--- src/rtl/rt_ibex_pcs_ctrl.sv ---
`timescale 1ns/1ps
// Sequencer for the rt-ibex preemptible context-save LIFO: turns irq-ack / mret events
// into push/pop commands. Optional level check: RT_IBEX_PCS_CTRL_LEVEL_CHECK_EN.
module rt_ibex_pcs_ctrl #(
   parameter int unsigned MaxDepth      = 8,
   parameter int unsigned IrqLevelWidth = 8
) (
   input  logic                             clk_i,
   input  logic                             rst_ni,
   input  logic                             irq_ack_i,
   input  logic [IrqLevelWidth-1:0]         irq_level_i,
   input  logic                             mret_i,
   output logic                             push_o,
   output logic                             pop_o,
   output logic                             restore_valid_o,
   output logic                             core_stall_o,
   output logic [$clog2(MaxDepth+1)-1:0]    depth_o,
   output logic [IrqLevelWidth-1:0]         curr_level_o,
   output logic                             overflow_o,
   output logic                             underflow_o
`ifdef RT_IBEX_PCS_CTRL_LEVEL_CHECK_EN
   ,output logic                            level_err_o
`endif
);

   localparam int unsigned DepthW = $clog2(MaxDepth + 1);

   typedef enum logic [1:0] {
      IDLE = 2'd0,
      SAVE = 2'd1,
      POP  = 2'd2,
      WB   = 2'd3
   } state_e;

   state_e                   state_q, state_d;
   logic [DepthW-1:0]        depth_q, depth_d;
   logic [IrqLevelWidth-1:0] level_stack_q [MaxDepth];
   logic [IrqLevelWidth-1:0] level_stack_d [MaxDepth];
   logic [IrqLevelWidth-1:0] curr_level_q, curr_level_d;
   logic [IrqLevelWidth-1:0] save_level_q, save_level_d;
   logic                     ack_pend_q, ack_pend_d;
   logic [IrqLevelWidth-1:0] ack_pend_level_q, ack_pend_level_d;
   logic                     mret_pend_q, mret_pend_d;
   logic                     overflow_q, overflow_d;
   logic                     underflow_q, underflow_d;
   logic                     level_err_q, level_err_d;

   logic                     dispatch_en_s;
   logic                     serve_ack_s;
   logic                     serve_mret_s;
   logic [IrqLevelWidth-1:0] serve_level_s;

   // Next-state, stack bookkeeping and event dispatch.
   always_comb begin
      state_d          = state_q;
      depth_d          = depth_q;
      level_stack_d    = level_stack_q;
      curr_level_d     = curr_level_q;
      save_level_d     = save_level_q;
      ack_pend_d       = ack_pend_q;
      ack_pend_level_d = ack_pend_level_q;
      mret_pend_d      = mret_pend_q;
      overflow_d       = overflow_q;
      underflow_d      = underflow_q;
      level_err_d      = level_err_q;
      serve_ack_s      = 1'b0;
      serve_mret_s     = 1'b0;
      serve_level_s    = irq_level_i;

      case (state_q)
         IDLE: state_d = IDLE;
         SAVE: begin
            state_d      = IDLE;
            depth_d      = depth_q + DepthW'(1);
            curr_level_d = save_level_q;
            for (int i = 0; i < int'(MaxDepth); i++) begin
               if (depth_q == DepthW'(i)) begin
                  level_stack_d[i] = save_level_q;
               end else begin
                  level_stack_d[i] = level_stack_q[i];
               end
            end
         end
         POP: begin
            state_d      = WB;
            depth_d      = depth_q - DepthW'(1);
            curr_level_d = '0;
            for (int i = 2; i <= int'(MaxDepth); i++) begin
               if (depth_q == DepthW'(i)) begin
                  curr_level_d = level_stack_q[i-2];
               end else begin
                  curr_level_d = curr_level_d;
               end
            end
         end
         WB:      state_d = IDLE;
         default: state_d = IDLE;
      endcase

      // Every state whose successor is IDLE may hand off to the next operation
      // directly, judged against the depth/level it leaves behind.
      dispatch_en_s = (state_q != POP);

      if (!dispatch_en_s) begin
         if (irq_ack_i) begin
            ack_pend_d       = 1'b1;
            ack_pend_level_d = irq_level_i;
         end else begin
            ack_pend_d       = ack_pend_q;
         end
         if (mret_i) begin
            mret_pend_d = 1'b1;
         end else begin
            mret_pend_d = mret_pend_q;
         end
      end else if (ack_pend_q) begin
         serve_ack_s      = 1'b1;
         serve_level_s    = ack_pend_level_q;
         ack_pend_d       = irq_ack_i;
         ack_pend_level_d = irq_ack_i ? irq_level_i : ack_pend_level_q;
         mret_pend_d      = mret_pend_q | mret_i;
      end else if (mret_pend_q) begin
         serve_mret_s     = 1'b1;
         mret_pend_d      = mret_i;
         ack_pend_d       = irq_ack_i;
         ack_pend_level_d = irq_ack_i ? irq_level_i : ack_pend_level_q;
      end else if (irq_ack_i) begin
         serve_ack_s      = 1'b1;
         serve_level_s    = irq_level_i;
         mret_pend_d      = mret_i;
      end else begin
         serve_mret_s     = mret_i;
      end

      if (serve_ack_s) begin
         if (depth_d == DepthW'(MaxDepth)) begin
            overflow_d = 1'b1;
`ifdef RT_IBEX_PCS_CTRL_LEVEL_CHECK_EN
         end else if ((depth_d != '0) && (serve_level_s <= curr_level_d)) begin
            level_err_d = 1'b1;
`endif
         end else begin
            state_d      = SAVE;
            save_level_d = serve_level_s;
         end
      end else if (serve_mret_s) begin
         if (depth_d == '0) begin
            underflow_d = 1'b1;
         end else begin
            state_d = POP;
         end
      end else begin
         level_err_d = level_err_d;
      end
   end

   // State and bookkeeping registers.
   always_ff @(posedge clk_i or negedge rst_ni) begin
      if (!rst_ni) begin
         state_q          <= IDLE;
         depth_q          <= '0;
         level_stack_q    <= '{default: '0};
         curr_level_q     <= '0;
         save_level_q     <= '0;
         ack_pend_q       <= 1'b0;
         ack_pend_level_q <= '0;
         mret_pend_q      <= 1'b0;
         overflow_q       <= 1'b0;
         underflow_q      <= 1'b0;
         level_err_q      <= 1'b0;
      end else begin
         state_q          <= state_d;
         depth_q          <= depth_d;
         level_stack_q    <= level_stack_d;
         curr_level_q     <= curr_level_d;
         save_level_q     <= save_level_d;
         ack_pend_q       <= ack_pend_d;
         ack_pend_level_q <= ack_pend_level_d;
         mret_pend_q      <= mret_pend_d;
         overflow_q       <= overflow_d;
         underflow_q      <= underflow_d;
         level_err_q      <= level_err_d;
      end
   end

   assign push_o          = (state_q == SAVE);
   assign pop_o           = (state_q == POP);
   assign restore_valid_o = (state_q == WB);
   // Combinational so the core freezes in the very cycle the event appears.
   assign core_stall_o    = rst_ni & ((state_q != IDLE) | ack_pend_q | mret_pend_q |
                                      irq_ack_i | mret_i);
   assign depth_o         = depth_q;
   assign curr_level_o    = curr_level_q;
   assign overflow_o      = overflow_q;
   assign underflow_o     = underflow_q;
`ifdef RT_IBEX_PCS_CTRL_LEVEL_CHECK_EN
   assign level_err_o     = level_err_q;
`endif

endmodule
--- config.mk ---
export PLATFORM = sky130hd
export DESIGN_NAME = rt_ibex_pcs_ctrl
export DESIGN_NICKNAME = d
export VERILOG_FILES = /design/src/rtl/rt_ibex_pcs_ctrl.sv
export SDC_FILE = /design/constraint.sdc
export NUM_CORES = 1
export LEC_CHECK = 0
export CAP_MARGIN = 0
export CORE_MARGIN = 2
export CORE_UTILIZATION = 53
export CTS_CLUSTER_DIAMETER = 50
export DETAILED_ROUTE_END_ITERATION = 8
export PLACE_DENSITY = 0.73
export SETUP_SLACK_MARGIN = 0.3
export SLEW_MARGIN = 20
export SYNTH_ARGS = -nofsm -noshare
export SYNTH_HDL_FRONTEND = slang
export SYNTH_SLANG_ARGS = --single-unit
--- constraint.sdc ---
create_clock -name clk_i -period 2.35 [get_ports clk_i]
set_clock_uncertainty 0.15 [all_clocks]
set_input_delay 0.3525 -clock clk_i [delete_from_list [all_inputs] [get_ports clk_i]]
set_output_delay 0.3525 -clock clk_i [all_outputs]
set_load 0.01 [all_outputs]
== Yosys cells after proc, flatten, opt, wreduce, memory -nomap -nowiden ==
Index checks and enable logic that the tools add are counted.

* Register bits: 90
* Input port bits: 12
* Output and inout port bits: 18
* Logic and storage cells: 95

* Add/subtract/negate cells: 2
* Eq/ne operators: 14
* Multiplexer cells: 37
* Bitwise logic cells: 8
* Reductions and logical operators: 18

{| class="wikitable"
|+ Operators by type and width
! cell !! number
|-
| $mux W8 || 13
|-
| $reduce_and A2 Y1 || 9
|-
| $mux W1 || 17
|-
| $eq A4 B3 Y1 const B || 4
|-
| $pmux W8 S2 || 1
|-
| $eq A4 B2 Y1 const B || 2
|-
| $eq A4 B4 Y1 const B || 2
|-
| $logic_not A4 Y1 || 2
|-
| $mux W2 || 4
|-
| $pmux W4 S2 || 1
|-
| $reduce_bool A2 Y1 || 4
|-
| $or A1 B1 Y1 || 5
|-
| $add A4 B1 Y4 const B || 1
|-
| $eq A2 B2 Y1 const B || 2
|-
| $eq A4 B1 Y1 const B || 1
|-
| $pmux W2 S2 || 1
|-
| $sub A4 B1 Y4 const B || 1
|-
| $ne A3 B3 Y1 const B || 1
|-
| $reduce_and A3 Y1 || 1
|-
| $reduce_or A3 Y1 || 1
|-
| $eq A2 B1 Y1 const B || 1
|-
| $logic_not A2 Y1 || 1
|-
| $ne A2 B2 Y1 const B || 1
|-
| $not A1 Y1 || 2
|-
| $and A1 B1 Y1 || 1
|}

== Depth between registers and ports, before layout ==
Gate-level depths: netlist (run 1).

* Depth in word-level cells: 9
* Depth in mapped cells: 9
* Mapped depth without buffers: 8

== Least setup slack after synthesis (run 1) ==
No wires, ideal clock.

* Kind: register -> register
* Start: reg depth_q[1] (netlist: depth_o[1])
* End: reg save_level_q[3]
* Setup time: 125 ps
* Data arrival time: 2042 ps
* Data required time: 2075 ps
* Setup slack: 33 ps
* Stages on the path, launching flop included: 9
* Buffers on the path: 2
* Cells stage by stage: dfrtp_1 > ha_1 > and2b_1 > buf_6 > a21oi_2 > o221ai_2 > o31a_1 > buf_6 > mux2_4

* Longest elaborated chain between the ends: 5
* Elaborated cells between the ends (all ways): 6
* Those cells by class: 2 x add/sub; 1 x eq/ne; 1 x mux; 1 x bitwise; 1 x reduce/logical

{| class="wikitable"
|+ RTL lines
! item !! RTL line !! RTL
|-
| start: declaration || 36 || <nowiki>logic [DepthW-1:0] depth_q, depth_d;</nowiki>
|-
| start signal: assignment || 173 || <nowiki>depth_q <= depth_d;</nowiki>
|-
| $sub A4 B1 Y4 or $add A4 B1 Y4 (tied branches) || 86, 74 ||
|-
| $pmux W4 S2 * || 70 || <nowiki>case (state_q)</nowiki>
|-
| named net depth_d[2] || 36 ||
|-
| $eq A4 B4 Y1 * || 136 || <nowiki>if (depth_d == DepthW'(MaxDepth)) begin</nowiki>
|-
| $not A1 Y1 (no source line) * || - ||
|-
| $reduce_and A2 Y1 (no source line) * || - ||
|-
| end signal: assignment || 176 || <nowiki>save_level_q <= save_level_d;</nowiki>
|-
| end: declaration || 40 || <nowiki>logic [IrqLevelWidth-1:0] save_level_q, save_level_d;</nowiki>
|}

Mark *: on every way through the listed nets, which the timed path passes. The rest lies on a longest branch.
A chain may end at the register's enable or synchronous reset.

== Worst setup path after layout (run 1) ==
* Start: reg state_q[0]
* End: reg underflow_q (netlist: underflow_o)

* Longest elaborated chain between the ends: 4
* Elaborated cells between the ends (all ways): 9
* Those cells by class: 3 x eq/ne; 3 x mux; 1 x bitwise; 2 x reduce/logical

{| class="wikitable"
|+ RTL lines
! item !! RTL line !! RTL
|-
| start: declaration || 35 || <nowiki>state_e state_q, state_d;</nowiki>
|-
| start signal: assignment || 172 || <nowiki>state_q <= state_d;</nowiki>
|-
| $eq A2 B2 Y1 or $eq A2 B1 Y1 (tied branches) || 70 ||
|-
| $pmux W4 S2 * || 70 ||
|-
| named net depth_d[3] || 36 ||
|-
| $logic_not A4 Y1 * || 147 || <nowiki>if (depth_d == '0) begin</nowiki>
|-
| $reduce_and A3 Y1 (no source line) * || - ||
|-
| end signal: assignment || 181 || <nowiki>underflow_q <= underflow_d;</nowiki>
|-
| end: declaration || 45 || <nowiki>logic underflow_q, underflow_d;</nowiki>
|}

Marks and branches as above.

==> impl_metrics.tcl, run 1 <==
set metrics [dict create \
    outcome "completed" \
    cts.htree.levels 3 \
    power.total_mw 8.19 \
    die_y_microns 95.6 \
    multiInputGateArea_sq_um 2080 \
    required_ns 2.48 \
    maxSlewHeadroom_pct 68.4 \
    drcViolationCount 0 \
    power.share.combinational_pct 52.2 \
    worstSetupPathType "flop to flop" \
    io_pins 30 \
    setup_violations 0 \
    startpoint_type "flop" \
    cp_top_family "compound AO/OA/AOI/OAI gates" \
    ys_seq_area_share_pct 50.7 \
    dr.pass1.iters 5 \
    netlist_area_sq_um 4440 \
    drt.antenna.violating_nets 0 \
    placedCellCount 555 \
    coreArea_sq_um 8180 \
    hold_class "flop to flop" \
    synth_edf_count 0 \
    die_area_sq_um 9130 \
    avgViaCountPerCell 5.99 \
    holdPathStages 1 \
    fmax_ghz 0.457 \
    timing.rr.start "state_q[0]$_DFF_PN0_" \
    start_util_pct 54.3 \
    synth_seq_cells 90 \
    min_period_over_period_pct 93.1 \
    overflow 0 \
    ys.flop_type "dfrtp_1" \
    power_density_nw_per_um2 1510 \
    async_flop_share_pct 100 \
    cts_tree "yes" \
    synth_fp_nets 443 \
    rsz0062_at_grt "yes" \
    cp_cell_sequence "inv_2 > ha_4 > and2_4 > a21boi_4 > a221oi_4 > inv_1 > or3_4 > o41ai_2" \
    cts_buffer_depth 2 \
    cts_root_buffer "clkbuf_8" \
    final_cells 586 \
    final_util_pct 66.3 \
    period_minus_slack_ns 2.19 \
    arrival_ns 2.31 \
    syn_to_final_growth_pct 22.0 \
    synth_area_leaders "dfrtp_1 (51%), mux2_2 (11%), o21ai_0 (4.7%)" \
    fillCellCount 647 \
    dpl.hpwl_microns 7280 \
    post-place-ws_ns -0.0259 \
    setup_slack_ns 0.162 \
    routed_wl_microns 10800 \
    wire_per_inst_microns 18.4 \
    gp_congestion 0.924 \
    io_buffers 29 \
    cts_buffers 9 \
    yosys.area.top_type_share_pct 50.7 \
    cp.depth 8 \
    p_int_mw 4.90 \
    grt_pass1_vias 3452 \
    timing.rr.end "underflow_o$_DFFE_PN0P_" \
    slowest_delay_ns 0.41 \
    total_leakage_power_nw 2.44 \
    drt-initial-drc-count 286 \
    die_width_microns 95.6 \
    tightest_slew_ns 0.474 \
    cp_max_fo 5 \
    grt_pass1_wl_microns 17300 \
    cts_sinks 90 \
    insertion_delay_ns 0.37 \
    switching_share_pct 40.2 \
    ys_types 48 \
    drive_gt1_share_pct 28.3 \
    path_buf_inv 2 \
    fin_nets 496 \
    yosysTopAreaCell "dfrtp_1" \
    irDropWorstVdd_uv 726 \
    num_antenna_cells 0 \
    row_count 33 \
    reg2reg_setup_slack_ns 0.16 \
    slew_viol_final 0 \
    hold_start "overflow_o$_DFFE_PN0P_" \
    endpoint_kind "flop" \
    antenna_found_initial 0 \
    max_cap_violations 0 \
    path_clk_slew_ns 0.10 \
    syn_inst 423 \
    clock_power_share_pct 13.7 \
    seq_power_share_pct 34.1 \
    grt_max_degree 91 \
    hold_violations 0 \
    grt_use_total_pct 25.4 \
    ff_latch_area_sq_um 2260 \
    avgSynthCellArea_sq_um 10.5 \
    switchingPower_mw 3.29 \
    rr_worst_depth 8 \
    vias 3513 \
    cpMaxStageDelayCell "dfrtp_1" \
    yosys_warnings 0 \
    min_to "overflow_o$_DFFE_PN0P_" \
]
==> power by group through the flow <==
stage	registers (mW)	logic, mW	clock network (mW)
after global routing	2.89	4.64	1.20
after CTS	2.80	4.04	1.14
after floorplan	2.70	2.62	0
after global placement	2.80	3.62	0
final	2.80	4.27	1.12
after detailed placement	2.83	3.71	0
==> sequential cells by signal, summed over array words and instances (netlist names) <==
register / cells
curr_level_o: 8
state_q: 2
save_level_q: 8
ack_pend_level_q: 8
level_stack_q: 56
mret_pend_q: 1
depth_o: 4
ack_pend_q: 1
underflow_o: 1
overflow_o: 1
==> routing by layer <==
metal	vias to the layer above	wire length [microns]	track usage, %
met4	0	256	9.40
met1	1768	4710	34.4
met5	-	0	0
li1	1603	-	-
met2	117	5250	41.4
met3	25	548	4.19
==> area by class of cell <==
cell class                      instances  area share [%]
Clock buffer                            9            2.29
Clock inverter                          7            1.57
Inverter                               26            1.80
Multi-Input combinational cell        277            38.4
Sequential cell                        90            41.6
Tap cell                              105            2.42
Timing Repair Buffer                   72            11.8
==> layout by cell type, fill, tap and decap left out, types with 2 or more instances in the layout <==
cell type,netlist,layout
mux2_2,44,44
o21ai_2,1,2
a32oi_1,7,7
dfrtp_1,90,87
and3b_1,3,2
and3_2,1,3
nor2_1,22,22
a21oi_1,24,23
nor2b_1,6,6
o21ai_0,42,41
ha_4,0,6
inv_2,0,3
and3_1,4,2
buf_6,2,2
inv_6,0,2
nand2_1,36,36
clkbuf_8,0,9
o211ai_1,6,6
a21oi_2,1,2
mux2i_1,16,16
clkinvlp_4,0,2
o221ai_1,2,2
nand3_1,3,3
inv_1,26,23
a31oi_1,7,7
dfrtp_2,0,3
buf_4,2,39
nor3_1,8,8
a21o_1,8,8
inv_8,0,2
o22ai_1,7,7
clkdlybuf4s50_1,0,24
buf_12,0,2
==> repair_timing <==
item                                   CTS  global route
hold buffers                             1             0
pin swaps                                6             6
gates resized for setup                 25            11
endpoints found under the hold margin   90             0
setup endpoints to repair               46            31
setup buffers                            7             7
==> through the flow <==
stage / TNS, ns / hold WS [ns] / area [sq um]
final: 0 / 0.328 / 5420
after global routing: 0 / 0.356 / 5420
after CTS: 0 / 0.339 / 5310
after detailed placement: -0.0503 / 0.314 / 4960
after global placement: 0 / 0.290 / 4960
after floorplan: 0 / -0.0931 / 4470
==> how the worst max path moves through the flow <==
stage / start / end
floorplan: state_q[1]$_DFF_PN0_ / save_level_q[3]$_DFFE_PN0P_
global placement: state_q[1]$_DFF_PN0_ / state_q[1]$_DFF_PN0_
detailed placement: state_q[1]$_DFF_PN0_ / state_q[1]$_DFF_PN0_
CTS: state_q[0]$_DFF_PN0_ / save_level_q[3]$_DFFE_PN0P_
global route: state_q[0]$_DFF_PN0_ / save_level_q[6]$_DFFE_PN0P_
finish: state_q[0]$_DFF_PN0_ / underflow_o$_DFFE_PN0P_
==> synth_stat cells, types with 2 or more instances <==
cell type   n
o211ai_1    6
a31oi_1     7
nor2b_1     6
clkbuf_1   17
and3b_1     3
mux2i_1    16
a21o_1      8
nand2_1    36
a32oi_1     7
nor2_1     22
dfrtp_1    90
and3_1      4
o21ai_0    42
inv_1      26
buf_6       2
mux2_2     44
buf_4       2
o221ai_1    2
and2_1      2
buf_2       7
nor3_1      8
nand3_1     3
o22ai_1     7
buf_1       2
ha_1        8
a21oi_1    24
==> cells by family (layout without fill, tap and decap cells) <==
| family | count (synthesis) | in the layout | synth area share [%] |
|---|---|---|---|
| AND/OR/NAND/NOR | 94 | 94 | 10.2 |
| AO/OA/AOI/OAI | 114 | 114 | 16.3 |
| multiplexers | 61 | 61 | 15.1 |
| flip-flops | 90 | 90 | 50.7 |
| adder cells (fa/ha/maj) | 8 | 8 | 2.25 |
| buffers and inverters | 56 | 114 | 5.43 |
(Power assumes the default switching activity.)
==> run 2, diff against run 1 <==
--- a/config.mk
+++ b/config.mk
@@ -5,8 +5,8 @@
 export SDC_FILE = /design/constraint.sdc
 export NUM_CORES = 1
 export LEC_CHECK = 0
-export CAP_MARGIN = 0
-export CORE_MARGIN = 2
+export CAP_MARGIN = 20
+export CORE_MARGIN = 3
 export CORE_UTILIZATION = 53
 export CTS_CLUSTER_DIAMETER = 50
 export DETAILED_ROUTE_END_ITERATION = 8
==> run 2 against run 1 <==
Effect of this change: sequential share of layout area grew 0.075 points; non-clock buffer count shrank 3; die area grew 4.2%; fmax shrank 0.84%; routed wire length shrank 4.7%; core utilization grew 2.0 points; setup slack lost 0.018 ns; critical endpoint is now save_level_q[3]$_DFFE_PN0P_; flip-flop and latch count is the same; clock power shrank 4%; count of clock-buffer cells in the layout grew 2.
==> impl_metrics.tcl, run 2 (synthesized netlist as in run 1, its figures left out) <==
set metrics [dict create \
    wire_per_inst_microns 17.7 \
    min_period_over_period_pct 93.9 \
    placed_area_sq_um 4930 \
    avgViaCountPerCell 5.81 \
    insertion_delay_ns 0.36 \
    total_leakage_power_nw 2.43 \
    rsz0062_at_grt "yes" \
    cp_max_fo 5 \
    switching_share_pct 39.2 \
    seq_power_share_pct 34.5 \
    maxSlewHeadroom_pct 68.7 \
    row_count 32 \
    slew_viol_final 0 \
    tns_ns 0 \
    final_cells 580 \
    cpMaxStageDelayCell "or4_1" \
    fin_area_sq_um 5420 \
    start_util_pct 56.0 \
    required_ns 2.46 \
    cp_cell_sequence "buf_4 > or4_1 > nand2_2 > a221oi_4 > o31a_1 > mux2_4" \
    drt-initial-drc-count 204 \
    io_pins 30 \
    io_buffers 29 \
    path_buf_inv 1 \
    outcome "completed" \
    coreArea_sq_um 7930 \
    dpl.hpwl_microns 7000 \
    grt_max_degree 91 \
    worstSetupPathType "flop to flop" \
    routed_wl_microns 10300 \
    syn_to_final_growth_pct 21.9 \
    cp_top_family "simple AND/OR/NAND/NOR gates" \
    slowest_delay_ns 0.55 \
    cts_root_buffer "clkbuf_8" \
    mostFrequentLayoutCell "dfrtp_1" \
    top_register "level_stack_q" \
    final_cell_mix "dfrtp_1 (85), mux2_2 (44), o21ai_0 (40)" \
    die_area_sq_um 9520 \
    max_cap_violations 0 \
    hold_violations 0 \
    die_y_microns 97.6 \
    hold_class "flop to flop" \
    antenna_found_initial 0 \
    grt_use_total_pct 22.5 \
    overflow 0 \
    ff_latch_area_sq_um 2260 \
    power_density_nw_per_um2 1500 \
    switchingPower_mw 3.19 \
    grt_pass1_wl_microns 17100 \
    clock_power_share_pct 13.3 \
    dr.pass1.iters 4 \
    tightest_slew_ns 0.469 \
    fmax_ghz 0.453 \
    startpoint_type "flop" \
    cts_tree "yes" \
    cts_buffer_depth 2 \
    gp_congestion 0.925 \
    arrival_ns 2.32 \
    cts_buffers 9 \
    path_clk_slew_ns 0.09 \
    die_width_microns 97.6 \
    irDropWorstVdd_uv 761 \
    p_int_mw 4.94 \
    drt.antenna.violating_nets 0 \
    vias 3370 \
    power.total_mw 8.12 \
    grt_pass1_vias 3469 \
    cts_sinks 90 \
    drive_gt1_share_pct 30.5 \
    drcViolationCount 0 \
    setup_violations 0 \
    fin_nets 493 \
    multiInputGateArea_sq_um 2100 \
    placedCellCount 548 \
    num_antenna_cells 0 \
    endpoint_kind "flop" \
    cts.htree.levels 3 \
    largest_reg_flops 56 \
    reg2reg_setup_slack_ns 0.14 \
    fillCellCount 599 \
    power.share.combinational_pct 52.2 \
    period_minus_slack_ns 2.21 \
]
[run 2: worst paths after layout]
path	startpoint	end	cells after the start
hold / removal	overflow_o$_DFFE_PN0P_	overflow_o$_DFFE_PN0P_	1
setup / recovery	depth_o[0]$_DFF_PN0_	save_level_q[3]$_DFFE_PN0P_	6
min in group asynchronous	rst_ni	level_stack_q[29]$_DFFE_PN0P_	3
max in group asynchronous	rst_ni	depth_o[1]$_DFF_PN0_	3
hold reg to reg	overflow_o$_DFFE_PN0P_	overflow_o$_DFFE_PN0P_	1
setup reg to reg	depth_o[0]$_DFF_PN0_	save_level_q[3]$_DFFE_PN0P_	6
[run 2: layer usage]
layer / share of wire [%] / wire, microns / global-route usage, %
met3: 4.2 / 436 / 4.09
met5: 0 / 0 / 0
met2: 50 / 5160 / 37.0
met4: 2.5 / 255 / 8.95
met1: 43 / 4410 / 29.5
[run 2: final cells by class]
| class | count | share of cell area (%) |
|---|---|---|
| flip-flops and latches | 90 | 41.7 |
| multi-input cells | 277 | 38.9 |
| repair buffers | 69 | 11.6 |
| clock buffers | 11 | 2.61 |
| well taps | 102 | 2.36 |
| inverters | 26 | 1.80 |
| clock inverters | 5 | 1.11 |
[run 2: timing repair]
action	in CTS	in global routing
endpoints found under the setup margin	45	70
cloned	0	0
hold buffers	1	0
setup buffers	9	6
gates resized for setup	28	25
hold endpoints to repair	90	0
pin swaps	6	6
[run 2: worst register-to-register path, cell delays in order (launching register included)]
cell	delay [ns]
dfrtp_2	0.45
buf_4	0.17
or4_1	0.55
nand2_2	0.11
a221oi_4	0.08
o31a_1	0.30
mux2_4	0.31
[run 2: power by group through the flow]
stage | combinational, mW | sequential (mW) | clock [mW]
detailed placement | 3.61 | 2.84 | 0
finish | 4.24 | 2.81 | 1.08
global placement | 3.52 | 2.80 | 0
floorplan | 2.62 | 2.70 | 0
global route | 4.65 | 2.91 | 1.17
CTS | 3.90 | 2.81 | 1.11
[run 2: through the flow]
step	setup slack (ns)	util, %	hold WS (ns)
6_report	0.143	68.3	0.319
5_1_grt	0.0721	68.3	0.343
4_1_cts	0.158	66.7	0.324
3_5_place_dp	-0.00792	62.2	0.305
3_3_place_gp	0.103	62.2	0.289
2_1_floorplan	0.155	-	-0.0931
